==> config.mk <==
export PLATFORM = sky130hd
export DESIGN_NAME = wb_port_arbiter
export DESIGN_NICKNAME = d
export VERILOG_FILES = /design/src/rtl/wb_port_arbiter.sv
export SDC_FILE = /design/constraint.sdc
export NUM_CORES = 1
export LEC_CHECK = 0
export ABC_AREA = 1
export BUFFER_PORTS_ARGS = -buffer_cell sky130_fd_sc_hd__buf_4
export CAP_MARGIN = 20
export CORE_MARGIN = 10
export CORE_UTILIZATION = 39
export DETAILED_ROUTE_END_ITERATION = 8
export GPL_TIMING_DRIVEN = 0
export PLACE_DENSITY = 0.81
export SLEW_MARGIN = 20
export SYNTH_ARGS = -nofsm -noshare
export SYNTH_HDL_FRONTEND = slang
export SYNTH_SLANG_ARGS = --single-unit
==> constraint.sdc <==
create_clock -name clk -period 2.15 [get_ports clk]
set_clock_uncertainty 0.1 [all_clocks]
set_input_delay 0.215 -clock clk [delete_from_list [all_inputs] [get_ports clk]]
set_output_delay 0.215 -clock clk [all_outputs]
set_load 0.01 [all_outputs]
==> src/rtl/wb_port_arbiter.sv <==
// wb_port_arbiter: round-robin share of the register-file write port
// between ALU, load and immediate writeback sources.
module wb_port_arbiter #(
  parameter int DW = 16,
  parameter int AW = 3
) (
  input  logic          clk,
  input  logic          rst_n,
  input  logic [2:0]    s_valid,
  input  logic [3*DW-1:0] s_data,
  input  logic [3*AW-1:0] s_addr,
  output logic [2:0]    s_ready,
  input  logic          wb_stall,
  output logic          wb_en,
  output logic [AW-1:0] wb_addr,
  output logic [DW-1:0] wb_data,
  output logic [1:0]    wb_sel
);

  logic [1:0]    ptr;
  logic [1:0]    pe;
  logic [1:0]    o0, o1, o2;
  logic [1:0]    gidx;
  logic [DW-1:0] gdata;
  logic [AW-1:0] gaddr;

  assign pe = (ptr == 2'd3) ? 2'd2 : ptr;

  // Search order after the last grant: ptr+1, ptr+2, ptr (mod 3)
  always_comb begin
    o0 = 2'd0;
    o1 = 2'd1;
    o2 = 2'd2;
    case (pe)
      2'd0: begin
        o0 = 2'd1;
        o1 = 2'd2;
        o2 = 2'd0;
      end
      2'd1: begin
        o0 = 2'd2;
        o1 = 2'd0;
        o2 = 2'd1;
      end
      default: begin
        o0 = 2'd0;
        o1 = 2'd1;
        o2 = 2'd2;
      end
    endcase
  end

  // First valid source in search order wins; none while stalled
  always_comb begin
    gidx = 2'd3;
    if (!wb_stall) begin
      if (s_valid[o0])      gidx = o0;
      else if (s_valid[o1]) gidx = o1;
      else if (s_valid[o2]) gidx = o2;
    end
  end

  assign s_ready = (gidx == 2'd3) ? 3'b000
                                  : (3'b001 << gidx);

  // Writeback mux for the granted source
  always_comb begin
    gdata = s_data[0 +: DW];
    gaddr = s_addr[0 +: AW];
    case (gidx)
      2'd1: begin
        gdata = s_data[DW +: DW];
        gaddr = s_addr[AW +: AW];
      end
      2'd2: begin
        gdata = s_data[2*DW +: DW];
        gaddr = s_addr[2*AW +: AW];
      end
      default: begin
        gdata = s_data[0 +: DW];
        gaddr = s_addr[0 +: AW];
      end
    endcase
  end

  // Output register and pointer; everything holds while stalled
  always_ff @(posedge clk or negedge rst_n) begin
    if (!rst_n) begin
      ptr     <= 2'd2;
      wb_en   <= 1'b0;
      wb_sel  <= 2'b11;
      wb_addr <= '0;
      wb_data <= '0;
    end else if (!wb_stall) begin
      if (gidx != 2'd3) begin
        ptr     <= gidx;
        wb_en   <= 1'b1;
        wb_sel  <= gidx;
        wb_addr <= gaddr;
        wb_data <= gdata;
      end else begin
        wb_en  <= 1'b0;
        wb_sel <= 2'b11;
      end
    end
  end

endmodule

==> impl_metrics.ini <==
[global_routing]
grt_overflow_total = 0
grt_pass1_vias = 1736
grt_start_max_net_pins = 25
grt_usage = 0.148
antenna_found_initial = 0
grt_pass1_wl_mm = 7.94

[place]
gp_congestion = 0.743
io_buffers = 87
hpwl_mm = 3.89
place_ws_ps = -212

[floorplanning]
dieWidth_um = 81.9
start_util = 0.405
fp.coreArea_um2 = 3690
io-pin-count = 88
die-area_um2 = 6700
fp.dieH_um = 81.9
rows = 22

[detailed_routing]
routed_wl_mm = 5.22
vias = 1714
avgViaCountPerCell = 4.73
wl_per_cell_um = 14.4
drt_iter0_markers = 55
ant_nets = 0
drt_pass1_iterations = 4
drcViolationCount = 0

[hold_path]
hold_path.class = in2reg
holdCritStartpoint = s_data[0]

[setup_path]
critPathRequiredTime_ps = 2220
cp-start-kind = flip-flop
cp.arrival_ps = 2140
endpoint_kind = flip-flop
critPathTopFamily = flip-flops
rrSetupSlack_ps = 70
max_stage_delay_ps = 610
path_cells = inv_2 > nand3_4 > nand2_4 > nor2_2 > nand2_1 > nand2_2 > inv_4 > ha_4 > inv_2 > buf_6 > buf_8 > nand3_1 > nand2_1 > o21ai_1
cp_slowest_cell = dfstp_2
critPathMaxFanout = 10
worstRegToRegCells = 14
crit_type = reg2reg
crit_buf_inv = 5
critPathLaunch = ptr[1]
path_depth = 14
endpoint = wb_data[10]
reg2reg_from = ptr[1]
r2r_end = wb_data[10]

[clock_tree]
htreeDepth = 1
root_buffer = clkbuf_8
clk_latency_ps = 270
cts_tree = yes
clock_sinks = 24
cts_buffers = 3
clock_path_buffers = 2
clk_pin_slew_ps = 90

[final_layout]
area_growth_syn_to_layout_pct = 65.3
nets = 384
fillers = 347
fin_util = 0.669
drive_gt1_frac = 0.452
diodes = 0

[power]
power_density_nw_per_um2 = 1240
power.switching_uw = 1280
pwr-share-seq = 0.267
p_int_uw = 1790
power_uw = 3070
vdd.ir_drop.worst_v = 0.000458
combPwrFrac = 0.630
p_sw_frac = 0.416
p_clk_frac = 0.102
power_leakage_uw = 0.00127

[synthesis]
synth-seq-area-share = 0.405
syn_inst = 217
syn_avg_cell_area_um2 = 6.88
ys_types = 18
synth_area_um2 = 1490
yosys_warnings = 0
synth_fp_nets = 286
ys_ff_latch = 24

[timing]
setup_ws_ps = 74.9
rsz0062_at_grt = yes
hold_viol_final = 0
hold_slack_ps = 92.7
fin_crit_sh = 0.965
relSlewSlack = 0.792
fin_crit_ps = 2080
tightest_slew_ps = 313
max_freq_ghz = 0.482
setup_viol = 0
finalMaxSlewViolations = 0

[status]
status = complete, no violations

[job]
maxCapViolations = 0
==> registers in the layout, summed over array words and instances (netlist names) <==
register / cells
wb_en: 1
wb_data: 16
wb_sel: 2
wb_addr: 3
ptr: 2
==> power groups by stage <==
stage                     logic [uW]  registers (uW)  clock network [uW]
after global placement          1560             802                   0
after detailed placement        1600             818                   0
after global routing            2140             853                 337
after CTS                       1770             811                 327
final                           1930             820                 314
after floorplan                  842             894                   0
==> area by class of cell <==
cell class | count | area (um^2) | area share
Multi-Input combinational cell | 170 | 860 | 0.348
Timing Repair Buffer | 95 | 728 | 0.295
Sequential cell | 24 | 604 | 0.245
Buffer | 10 | 116 | 0.0472
Tap cell | 48 | 60.1 | 0.0243
Clock buffer | 4 | 55.1 | 0.0223
Inverter | 11 | 43.8 | 0.0177
==> metrics by stage <==
stage	std cells	area (um^2)	TNS, ps
finish	362	2470	0
global route	362	2470	-435
CTS	361	2340	0
detailed placement	352	2210	-2090
global placement	352	2210	-816
floorplan	217	1490	0
==> kinds of logic (layout without fill, tap and decap cells) <==
kind of cell / after synthesis / after routing / share of synthesized area
AOI/OAI and AO/OA: 20 / 20 / 0.0671
adders and majority gates: 6 / 6 / 0.0503
and+or+nand+nor: 144 / 144 / 0.398
DFF: 24 / 24 / 0.405
buffers and inverters: 23 / 120 / 0.0796
==> cells in the mapped netlist <==
library cell	instances	share of area
inv_2	2	0.0050
buf_4	7	0.035
ha_1	6	0.050
buf_2	5	0.017
o21ai_1	8	0.027
o21ai_0	11	0.037
dfstp_2	3	0.053
nand3_1	21	0.070
nand2_1	92	0.23
a21oi_1	1	0.0033
nor2_1	22	0.055
dfrtp_1	21	0.35
inv_1	9	0.023
or2_2	1	0.0042
nand3b_1	1	0.0050
nand3_2	1	0.0067
nor2_2	3	0.013
nand2_2	3	0.013
==> worst min-delay path: stages <==
cell and delay [ps]:
buf_4 80, nor2_2 30, o21ai_2 100
==> how the worst min path moves through the flow <==
stage                             to  slack, ps  depth (start not counted)
after floorplan               ptr[0]       -180                          0
final                     wb_data[0]         90                          3
after global placement    wb_addr[0]         30                          1
after detailed placement  wb_addr[0]         40                          1
after CTS                      wb_en         90                          3
after global routing      wb_data[1]        100                          3
==> metal layers <==
metal	vias to the layer above	part of all wire	GRT usage	wire length [um]
li1	872	-	-	-
met1	787	0.38	0.164	1980
met2	50	0.53	0.261	2750
met3	5	0.086	0.0546	451
met4	0	0.0088	0.0408	46
met5	-	0	0	0
==> placed cells by master (no fill, tap or decap), drive strengths merged <==
cell and instances:
a21oi 1, buf 104, clkbuf 4, dfrtp 21
dfstp 3, dlygate4sd3 1, ha 6, inv 11
nand2 95, nand3 22, nand3b 1, nor2 25
o21ai 19, or2 1
==> repair_timing <==
item / 4_1_cts / 5_1_grt
setup endpoints to repair: 19 / 25
gates resized for setup: 9 / 47
hold buffers: 1 / 0
hold endpoints to repair: 21 / 0
pin swaps: 1 / 8
buffers inserted: 5 / 2
Note: power is estimated with default switching activity, not from simulation.
